[config.mk]
export PLATFORM = sky130hd
export DESIGN_NAME = output_requant_buffer
export DESIGN_NICKNAME = d
export VERILOG_FILES = /design/src/rtl/output_requant_buffer.sv
export SDC_FILE = /design/constraint.sdc
export NUM_CORES = 1
export LEC_CHECK = 0
export ABC_AREA = 0
export BUFFER_PORTS_ARGS = -buffer_cell sky130_fd_sc_hd__buf_4
export CORE_UTILIZATION = 30
export DETAILED_ROUTE_END_ITERATION = 16
export HOLD_SLACK_MARGIN = 0.05
export PLACE_DENSITY_LB_ADDON = 0.08
export SLEW_MARGIN = 20
export SYNTH_ARGS = -nofsm -noshare
export SYNTH_HDL_FRONTEND = slang
export SYNTH_SLANG_ARGS = --single-unit
[constraint.sdc]
create_clock -name clk -period 14.2 [get_ports clk]
set_clock_uncertainty 0.15 [all_clocks]
set_input_delay 0.71 -clock clk [delete_from_list [all_inputs] [get_ports clk]]
set_output_delay 0.71 -clock clk [all_outputs]
set_load 0.03 [all_outputs]
[src/rtl/output_requant_buffer.sv]
// output_requant_buffer: requantizes accumulator results (ReLU, shift, saturate) and buffers them in a FIFO
module output_requant_buffer #(
    parameter int ACCUMULATION_WIDTH = 32,
    parameter int IO_DATA_WIDTH      = 16,
    parameter int FIFO_DEPTH         = 8,
    parameter int FEATURE_MAP_WIDTH  = 128,
    parameter int FEATURE_MAP_HEIGHT = 128,
    parameter int OUTPUT_NB_CHANNELS = 16
) (
    input  logic                                 clk,
    input  logic                                 arst_n_in,
    input  logic                                 start,
    input  logic [4:0]                           shift,
    input  logic                                 relu_en,
    input  logic signed [ACCUMULATION_WIDTH-1:0] in_data,
    input  logic                                 in_valid,
    input  logic [31:0]                          in_x,
    input  logic [31:0]                          in_y,
    input  logic [31:0]                          in_ch,
    output logic signed [IO_DATA_WIDTH-1:0]      out_data,
    output logic [31:0]                          out_x,
    output logic [31:0]                          out_y,
    output logic [31:0]                          out_ch,
    output logic                                 out_valid,
    input  logic                                 out_ready,
    output logic                                 overflow,
    output logic [31:0]                          count,
    output logic                                 done
);
    localparam int AW = ACCUMULATION_WIDTH;
    localparam int IW = IO_DATA_WIDTH;
    localparam int PW = $clog2(FIFO_DEPTH);
    localparam int EW = IW + 96;
    localparam logic [PW:0] FULL = (PW+1)'(FIFO_DEPTH);
    localparam logic [31:0] TOTAL = 32'(FEATURE_MAP_WIDTH * FEATURE_MAP_HEIGHT * OUTPUT_NB_CHANNELS);
    localparam logic signed [AW-1:0] SAT_MAX = {{(AW-IW+1){1'b0}}, {(IW-1){1'b1}}};
    localparam logic signed [AW-1:0] SAT_MIN = {{(AW-IW+1){1'b1}}, {(IW-1){1'b0}}};

    typedef enum logic {IDLE, ACTIVE} state_e;

    state_e              state_q, state_d;
    logic                s1_valid_q, s1_valid_d;
    logic [EW-1:0]       s1_entry_q, s1_entry_d;
    logic [EW-1:0]       mem_q [FIFO_DEPTH];
    logic [PW-1:0]       wr_ptr_q, wr_ptr_d, rd_ptr_q, rd_ptr_d;
    logic [PW:0]         occ_q, occ_d;
    logic                overflow_q, overflow_d;
    logic [31:0]         count_q, count_d;
    logic                done_q, done_d;
    logic signed [AW-1:0] relu_v, shr_v;
    logic [IW-1:0]       sat_v;
    logic                pop, push_ok;
    logic [EW-1:0]       head;

    assign out_valid = occ_q != '0;
    assign pop       = out_valid && out_ready;
    assign push_ok   = s1_valid_q && (occ_q != FULL || pop);
    assign head      = mem_q[rd_ptr_q];
    assign {out_data, out_x, out_y, out_ch} = out_valid ? head : '0;
    assign overflow  = overflow_q;
    assign count     = count_q;
    assign done      = done_q;

    // Requantization: ReLU, arithmetic shift, then clamp to the output range
    always_comb begin
        relu_v = (relu_en && in_data[AW-1]) ? '0 : in_data;
        shr_v  = relu_v >>> shift;
        sat_v  = (shr_v > SAT_MAX) ? SAT_MAX[IW-1:0] : (shr_v < SAT_MIN) ? SAT_MIN[IW-1:0] : shr_v[IW-1:0];
    end

    // Next-state for stage 1, FIFO pointers, flags and the IDLE/ACTIVE machine
    always_comb begin
        s1_valid_d = in_valid;
        s1_entry_d = {sat_v, in_x, in_y, in_ch};
        wr_ptr_d   = push_ok ? wr_ptr_q + 1'b1 : wr_ptr_q;
        rd_ptr_d   = pop ? rd_ptr_q + 1'b1 : rd_ptr_q;
        occ_d      = occ_q + (PW+1)'(push_ok) - (PW+1)'(pop);
        overflow_d = overflow_q | (s1_valid_q && !push_ok);
        count_d    = (in_valid && count_q != '1) ? count_q + 32'd1 : count_q;
        state_d    = state_q;
        done_d     = done_q;
        if (start) begin
            s1_valid_d = 1'b0;
            wr_ptr_d   = '0;
            rd_ptr_d   = '0;
            occ_d      = '0;
            overflow_d = 1'b0;
            count_d    = '0;
            done_d     = 1'b0;
            state_d    = ACTIVE;
        end else if (state_q == ACTIVE && count_d == TOTAL && !s1_valid_d && occ_d == '0) begin
            done_d  = 1'b1;
            state_d = IDLE;
        end
    end

    // State registers with asynchronous active-low reset
    always_ff @(posedge clk or negedge arst_n_in) begin
        if (!arst_n_in) begin
            state_q    <= IDLE;
            s1_valid_q <= 1'b0;
            s1_entry_q <= '0;
            wr_ptr_q   <= '0;
            rd_ptr_q   <= '0;
            occ_q      <= '0;
            overflow_q <= 1'b0;
            count_q    <= '0;
            done_q     <= 1'b0;
        end else begin
            state_q    <= state_d;
            s1_valid_q <= s1_valid_d;
            s1_entry_q <= s1_entry_d;
            wr_ptr_q   <= wr_ptr_d;
            rd_ptr_q   <= rd_ptr_d;
            occ_q      <= occ_d;
            overflow_q <= overflow_d;
            count_q    <= count_d;
            done_q     <= done_d;
        end
    end

    // FIFO storage; contents only matter where occupancy says they are valid
    always_ff @(posedge clk) begin
        if (push_ok) mem_q[wr_ptr_q] <= s1_entry_q;
    end
endmodule

==> metrics.txt <==
share of cells above drive strength 1=0.301; vias in the first global route=23733; sequential cell area=30900 µm²; HP Class=in -> reg; Place WS=9180 ps; row count=136; Synth Flop Type=edfxtp_1; WL final=108000 µm; fillcell total=12769; Iter 0 DRT Violations=1422; WL/cell=24.3 µm; Tot GR Track Use=0.155; area of the multi-input gates=10200 µm²; Nets=2693; fmax=181 MHz; CTS Buffer Depth=3; via count=21466; FF-to-FF Start=occ_q[2]; cell mode on critical path=buf_4; count of cell types in the netlist=74; Port Buffers=285; CP Depth=6; CTS resizes=0; WHS=135 ps; crit path capture=out_y[22]; Leakage Power=16.9 nW; CP Launch Type=flip-flop; CTS tree=built; WP data required=13340 ps; ranking of synthesized cells by area=edfxtp_1 (65%), mux4_2 (13%), dfrtp_1 (9.5%); CP Data Arrival Time=4680 ps; H-tree levels=3; FF-to-FF path depth=11; DIE AREA=140000 µm²; Seq cells post-synth=1054; post-synth net total=2285; Routability Congestion=0.780; largest net degree at the start of global routing=117; share of the synthesized area in the top cell type=0.646; final setup fails=0; worst-margin pin slew=1010 ps; Ys Warns=0; post-synthesis sequential area ratio=0.741; vias per cell=4.83; peak supply drop=178 µV; CTS sink count=1054; initial core utilization=0.303; RSZ-0062 raised after global routing=no; reg-to-reg slack, setup=9900 ps; Syn Area/Cell=19.5 µm²; Reg clk slew, reported paths=60 ps; Final Cycle Share=0.390; CP max stage cell=dfrtp_4; capture point of the worst reg-to-reg path=mem_q[6][78]; Final TNS setup=0 ps; fin. max-slew vios=0; worst-path cell chain=buf_12, buf_4, mux4_2, mux2i_1, nor2_1, buf_4; Pre-Repair DR Iteration Count=7; Chip Width=375 µm; delay-heaviest family, CP=buffers and inverters; Setup WS post-layout=8660 ps; FFs w/ async S/R, synth=0.150; CP Class=reg -> out; Crit. End Element=output port; WP buf/inv=3; CP Max Fanout=97; peak per-stage delay on the critical path=1000 ps; chip height=375 µm; I/O Pins=286; total of max-cap violations=0; first-pass GRT wire length=160000 µm; total gr overflow=0; initial antenna violation count=6; minimum clock period=5540 ps; EDFF count, synth=896; status=finished, final reports clean; Clk Latency, worst-skew pair=720 ps; synthesized area=41700 µm²; Layout Utilization=0.370; Slew HR=0.328; Root Buffer=clkbuf_16; Post-CTS Setup Bufs=0; pwr dens=176 nW/µm²; Syn Inst Count=2136; Final HPWL DP=59700 µm; Critical Path Start=rd_ptr_q[0]; Final Hold Vio Count=0; cell accounting for the most synthesized area=edfxtp_1; Total Power=0.00895 W; residual DRC count=0; Layout area overhead=22.3%; CTS Buf Count=117; post-route ant nets=0; core region area=138000 µm²
state kept, by name, indices dropped and copies added, names as in the netlist:
register,count
occ_q,4
wr_ptr_q,3
state_q,1
rd_ptr_q,3
s1_valid_q,1
overflow,1
done,1
mem_q,896
count,32
s1_entry_q,112
what timing repair did:
action | 4_1_cts | 5_1_grt
hold buffers | 97 | 0
hold endpoints to repair | 124 | 0
endpoints found under the setup margin | 0 | 0
routing by layer:
layer / routed length (µm) / track usage / up-vias / part of all wire
li1: - / - / 9416 / -
met1: 47500 / 0.203 / 11401 / 0.44
met2: 52900 / 0.260 / 495 / 0.49
met3: 5320 / 0.0299 / 150 / 0.049
met4: 2340 / 0.0445 / 4 / 0.022
met5: 27 / 0 / - / 0.00025
placed cells by master, fill, tap and decap left out, types with 5 or more instances in the layout:
cell type / instances
nor4_1: 6
nor2_1: 181
a31oi_1: 5
o21ai_0: 25
or3_1: 9
mux4_2: 243
clkinv_1: 8
nand4_1: 16
clkinv_2: 23
and4_2: 5
o221ai_1: 6
clkbuf_16: 118
mux2_2: 12
buf_12: 5
bufinv_16: 22
nand2_1: 57
dlygate4sd3_1: 97
nand3_1: 26
nor3_1: 19
buf_4: 312
inv_1: 13
mux2i_1: 154
clkbuf_1: 27
xnor2_1: 18
and4_1: 5
dfrtp_1: 155
nor2_4: 6
a211oi_1: 6
xor2_1: 23
nor2b_1: 7
a21oi_1: 21
o22ai_1: 5
edfxtp_1: 896
clkbuf_8: 8
clkinvlp_4: 8
ha_1: 9
metrics by stage:
step                      cell area, µm²  instances
after global routing               51000       4443
after floorplan                    41700       2136
after CTS                          51000       4443
after global placement             45800       4121
after detailed placement           45800       4122
final                              51000       4447
cell families after synthesis:
kind of cell	after synthesis	share of synthesized area
buf+inv	141	0.0159
mux	409	0.172
flops	1054	0.741
compound gates	110	0.0186
fa+ha+maj	10	0.00318
simple gates	371	0.0415
xor+xnor	41	0.00862
worst reg2reg max path: cells and delay by family, from the launching register on:
| family | cells | cell delay, ps |
|---|---|---|
| and+or+nand+nor | 6 | 1830 |
| buffers and inverters | 4 | 1360 |
| DFF | 1 | 330 |
| adders and majority gates | 1 | 200 |
report_power, final:
part / internal (W) / switching, W
registers: 0.00345 / 0.000104
logic: 0.000865 / 0.00129
clock network: 0.00197 / 0.00127
cells in the mapped netlist, types with 12 or more instances:
cell	number
edfxtp_1	896
mux4_2	243
nor2_1	187
dfrtp_1	158
mux2i_1	154
clkbuf_1	67
nand2_1	57
buf_1	36
nand3_1	26
o21ai_0	25
xor2_1	23
a21oi_1	21
nor3_1	21
xnor2_1	18
nand4_1	16
inv_1	13
mux2_2	12
worst min-delay path by stage:
stage | endpoint | from | cells after the start
2_1_floorplan | count[0] | arst_n_in | 0
3_3_place_gp | overflow | overflow | 2
3_5_place_dp | overflow | overflow | 2
4_1_cts | s1_entry_q[111] | relu_en | 2
5_1_grt | s1_entry_q[111] | relu_en | 2
6_report | s1_entry_q[111] | relu_en | 2
layout make-up:
cell class,instances,share of cell area
Sequential cell,1054,0.606
Antenna cell,4,0.000196
Inverter,15,0.00110
Timing Repair Buffer,415,0.0672
Multi-Input combinational cell,941,0.200
Tap cell,1794,0.0440
Clock buffer,152,0.0618
Clock inverter,72,0.0197
No activity file was read; power rests on OpenSTA's default activity.
